$ cat config.mk
export PLATFORM = sky130hd
export DESIGN_NAME = serial_subtractor
export DESIGN_NICKNAME = d
export VERILOG_FILES = /design/src/rtl/serial_subtractor.sv
export SDC_FILE = /design/constraint.sdc
export NUM_CORES = 1
export LEC_CHECK = 0
export BUFFER_PORTS_ARGS = -buffer_cell sky130_fd_sc_hd__buf_2
export CORE_MARGIN = 3
export CORE_UTILIZATION = 45
export CTS_CLUSTER_DIAMETER = 40
export DETAILED_ROUTE_END_ITERATION = 16
export PLACE_DENSITY = 0.69
export SLEW_MARGIN = 5
export SYNTH_ARGS = -nofsm -noshare
export SYNTH_HDL_FRONTEND = slang
export SYNTH_SLANG_ARGS = --single-unit
$ cat constraint.sdc
create_clock -name clk -period 2.6 [get_ports clk]
set_input_delay 0.52 -clock clk [delete_from_list [all_inputs] [get_ports clk]]
set_output_delay 0.52 -clock clk [all_outputs]
set_load 0.05 [all_outputs]
$ cat src/rtl/serial_subtractor.sv
// Bit-serial a - b - bin, one full-subtractor step per clock, LSB first.
// Start with a one-cycle pulse; done pulses when diff/bout/ovf are updated.
module serial_subtractor #(
  parameter int WIDTH = 8
) (
  input  logic             clk,
  input  logic             rst_n,
  input  logic             start,
  input  logic [WIDTH-1:0] a,
  input  logic [WIDTH-1:0] b,
  input  logic             bin,
  output logic             busy,
  output logic             done,
  output logic [WIDTH-1:0] diff,
  output logic             bout,
  output logic             ovf
);

  localparam int CW = (WIDTH > 1) ? $clog2(WIDTH) : 1;
  localparam logic [CW-1:0] CNT_LAST = CW'(WIDTH - 1);

  typedef enum logic [1:0] {IDLE = 2'd0, RUN = 2'd1, DONE = 2'd2} state_t;

  state_t           state_reg, state_next;
  logic [WIDTH-1:0] a_sh_reg, b_sh_reg, res_sh_reg, res_sh_next;
  logic [CW-1:0]    cnt_reg;
  logic             brw_reg, brw_next, d_bit;
  logic             accept, last;

  // One full-subtractor cell acting on the current LSBs and the carried borrow.
  always_comb begin
    d_bit       = a_sh_reg[0] ^ b_sh_reg[0] ^ brw_reg;
    brw_next    = (~a_sh_reg[0] & b_sh_reg[0]) | (~(a_sh_reg[0] ^ b_sh_reg[0]) & brw_reg);
    res_sh_next = res_sh_reg >> 1;
    res_sh_next[WIDTH-1] = d_bit;
  end

  assign accept = start && ((state_reg == IDLE) || (state_reg == DONE));
  assign last   = (cnt_reg == CNT_LAST);

  always_comb begin
    state_next = state_reg;
    case (state_reg)
      IDLE:    if (start) state_next = RUN;
      RUN:     if (last) state_next = DONE;
      DONE:    state_next = start ? RUN : IDLE;
      default: state_next = IDLE;
    endcase
  end

  always_ff @(posedge clk or negedge rst_n) begin
    if (!rst_n) state_reg <= IDLE;
    else        state_reg <= state_next;
  end

  always_ff @(posedge clk or negedge rst_n) begin
    if (!rst_n) begin
      a_sh_reg   <= '0;
      b_sh_reg   <= '0;
      res_sh_reg <= '0;
      brw_reg    <= 1'b0;
      cnt_reg    <= '0;
      diff       <= '0;
      bout       <= 1'b0;
      ovf        <= 1'b0;
    end else if (accept) begin
      a_sh_reg <= a;
      b_sh_reg <= b;
      brw_reg  <= bin;
      cnt_reg  <= '0;
    end else if (state_reg == RUN) begin
      a_sh_reg   <= a_sh_reg >> 1;
      b_sh_reg   <= b_sh_reg >> 1;
      brw_reg    <= brw_next;
      res_sh_reg <= res_sh_next;
      cnt_reg    <= cnt_reg + CW'(1);
      if (last) begin
        diff <= res_sh_next;
        bout <= brw_next;
        // Overflow: borrow into the MSB differs from borrow out of it.
        ovf  <= brw_reg ^ brw_next;
      end
    end
  end

  assign busy = (state_reg == RUN);
  assign done = (state_reg == DONE);

endmodule
==> metrics.txt <==
number of antenna violations at the first check in global routing 0; via count 1187; switching power 0.00115 W; total wirelength of the detailed-routed design 3190 um; Post-CTS Setup Inserts 0; Fin Setup TNS 0 ns; max-slew violations 0; total clock buffers created by CTS 5; worst slew pin tran 0.843 ns; count of max-cap constraint violations 0; Core Area 0.00352 mm2; number of warning messages in the yosys log 0; die width 67.9 um; post-synth cell types 25; Rel. slew slack 0.438; clock insertion delay at the later pin of the skew report 0.29 ns; data arrival time of the critical path 1.60 ns; list of most frequent post-synthesis cells 39 x dfrtp_1, 23 x nand2_1, 15 x nor2_1, 12 x nor3_1, 12 x o22ai_1; Port Buf Inserts 31; met2 Resource Use GR 0.262; Synth Flop Type dfrtp_1; total congestion overflow after global routing 0; I/O pin count 32; dominant cell by count in the synthesized netlist dfrtp_1; CP Max Fanout 23; Resized cells post-CTS 0; Flop pwr share 0.409; fraction of power spent switching nets 0.426; unrepaired setup endpoints after global routing no; layout cell share with drive strength beyond 1 0.276; final routed wire length divided by cell count 13.8 um; all-layer global routing usage 0.160; antenna diode count 0; area of the die 0.00461 mm2; total number of placement rows 21; M3 GR Usage 0.0394; status finished clean; Iteration-0 DRC Markers 70; R2R cell count 5; Die Height 67.9 um; count of TritonRoute iterations in the first routing pass 4; H-tree levels 2; CTS root buffer clkbuf_8; first-pass GRT wire length 5350 um; layer carrying the most global-route usage met2; proportion of power drawn by the clock network 0.143; class of the most critical setup path reg -> out; CP Cell Sequence nand2b_4, inv_1, buf_2; Filler Cells Inserted 327; DR DRC count 0; endpoints failing setup 0; class of the tightest hold or removal check in -> async; CP max stage delay 0.66 ns; Max Clock Freq 0.473 GHz; crit path capture type output pin; dpl hpwl 2270 um; Mapped Area 0.00172 mm2; Layout Area Growth over Synthesis 13.4%; internal power component 0.00156 W; number of global-route vias before repair 1168; antenna viol nets, final 0; clk sinks 39; FFs w/ async S/R, synth 1.00; Post-synth EDFFs 0; syn nets 178; Critical Path Slowest Stage Cell dfrtp_1; fraction of the cycle the final worst path needs 0.814; number of hold violations in the final report 0; count of state elements after synthesis 39; total power density per cell area 1390 mW/mm2; cell taking the most area after synthesis dfrtp_1; syn_area_per_cell 11.1 um2; gate count of the mapped netlist 155; required time of the critical path 2.08 ns; min cycle time layout 2.12 ns; worst ir drop on vdd 456 uV; quantity of hold-fixing buffers added after cts 0; top area cells in the synthesized netlist dfrtp_1 57%, nand2_1 5.0%, mux2_4 4.4%; CTS clock-pin slew for the worst setup and hold paths 0.07 ns; GR Layer Usage met1 0.200; clock tree from TritonCTS built; area share of the largest cell type after synthesis 0.566; Lkg Pwr 0.963 nW; startpoint kind of the worst setup timing path flip-flop; initial standard-cell utilization of the core 0.489; Longest Clk Path Bufs 2; number of vias per cell 5.14; portion of the post-synthesis area used by sequential elements 0.566; largest net degree at the start of global routing 40; clk_skew 0.00378 ns; Combinational Power Share 0.448; nets 207; weighted congestion reported at the end of routability-driven placement 0.821; utilization of the core after routing 0.555
## metal layers
metal,share of wire,routed length [um]
met5,0,0
met4,0.016,51
met3,0.053,170
met2,0.48,1540
met1,0.45,1430
## final timing paths
path                                           from  slack, ns                       to
hold / removal                                rst_n       0.33      diff[1]$_DFFE_PN0P_
max in group asynchronous                     rst_n       1.74  b_sh_reg[4]$_DFFE_PN0P_
setup reg to reg           state_reg[0]$_DFFE_PN0P_       0.93  b_sh_reg[7]$_DFFE_PN0P_
setup / recovery           state_reg[0]$_DFFE_PN0P_       0.48                     busy
min in group clk                               b[7]       0.46  b_sh_reg[7]$_DFFE_PN0P_
hold reg to reg                    bout$_DFFE_PN0P_       0.48         bout$_DFFE_PN0P_
## power by group through the flow
stage                     combinational, W  clock [W]  sequential, W
after floorplan                   0.000782          0        0.00131
after global placement             0.00119          0        0.00110
after detailed placement           0.00123          0        0.00112
after CTS                          0.00124   0.000399        0.00111
after global routing               0.00135   0.000427        0.00115
final                              0.00121   0.000386        0.00111
## critical path: cells and delay by family, from the launching register on
kind	cells	cell delay, ns
flip-flops	1	0.66
buffers and inverters	2	0.40
AND/OR/NAND/NOR	1	0.25
## through the flow
| stage | cells | total power [W] | setup slack [ns] | instance area (um2) | hold slack [ns] |
|---|---|---|---|---|---|
| final | 231 | 0.00271 | 0.484 | 1950 | 0.334 |
| after global routing | 231 | 0.00293 | 0.348 | 1950 | 0.397 |
| after CTS | 231 | 0.00275 | 0.456 | 1950 | 0.358 |
| after detailed placement | 223 | 0.00236 | 0.785 | 1870 | 0.471 |
| after global placement | 223 | 0.00228 | 0.849 | 1870 | 0.460 |
| after floorplan | 155 | 0.00209 | 0.751 | 1720 | 0.224 |
## cells by family after synthesis
family / count (synthesis) / share of synthesized area
xor gates and xnor gates: 1 / 0.00508
buffers and inverters: 14 / 0.0501
AOI/OAI and AO/OA: 27 / 0.100
adders and majority gates: 3 / 0.0261
DFF: 39 / 0.566
muxes: 12 / 0.0879
and+or+nand+nor: 59 / 0.164
## layout make-up
| class | count | area, um2 | area share |
|---|---|---|---|
| Inverter | 4 | 15.0 | 0.00769 |
| Clock inverter | 1 | 5.00 | 0.00256 |
| Clock buffer | 7 | 76.3 | 0.0391 |
| Timing Repair Buffer | 32 | 163 | 0.0833 |
| Multi-Input combinational cell | 102 | 661 | 0.338 |
| Sequential cell | 39 | 976 | 0.500 |
| Tap cell | 46 | 57.6 | 0.0295 |
## layout by cell type (no fill, tap or decap), types with 2 or more instances in the layout
cell	count
mux2i_1	2
buf_2	31
nor2b_1	4
nand2_1	23
clkbuf_8	5
o21ai_0	4
dfrtp_1	39
mux2_4	5
inv_1	4
mux2_2	5
a211oi_1	3
nor2_1	15
o22ai_1	12
ha_1	2
clkbuf_1	2
a21oi_1	4
a22o_1	4
nor3_1	12
No activity file was read; power rests on OpenSTA's default activity.
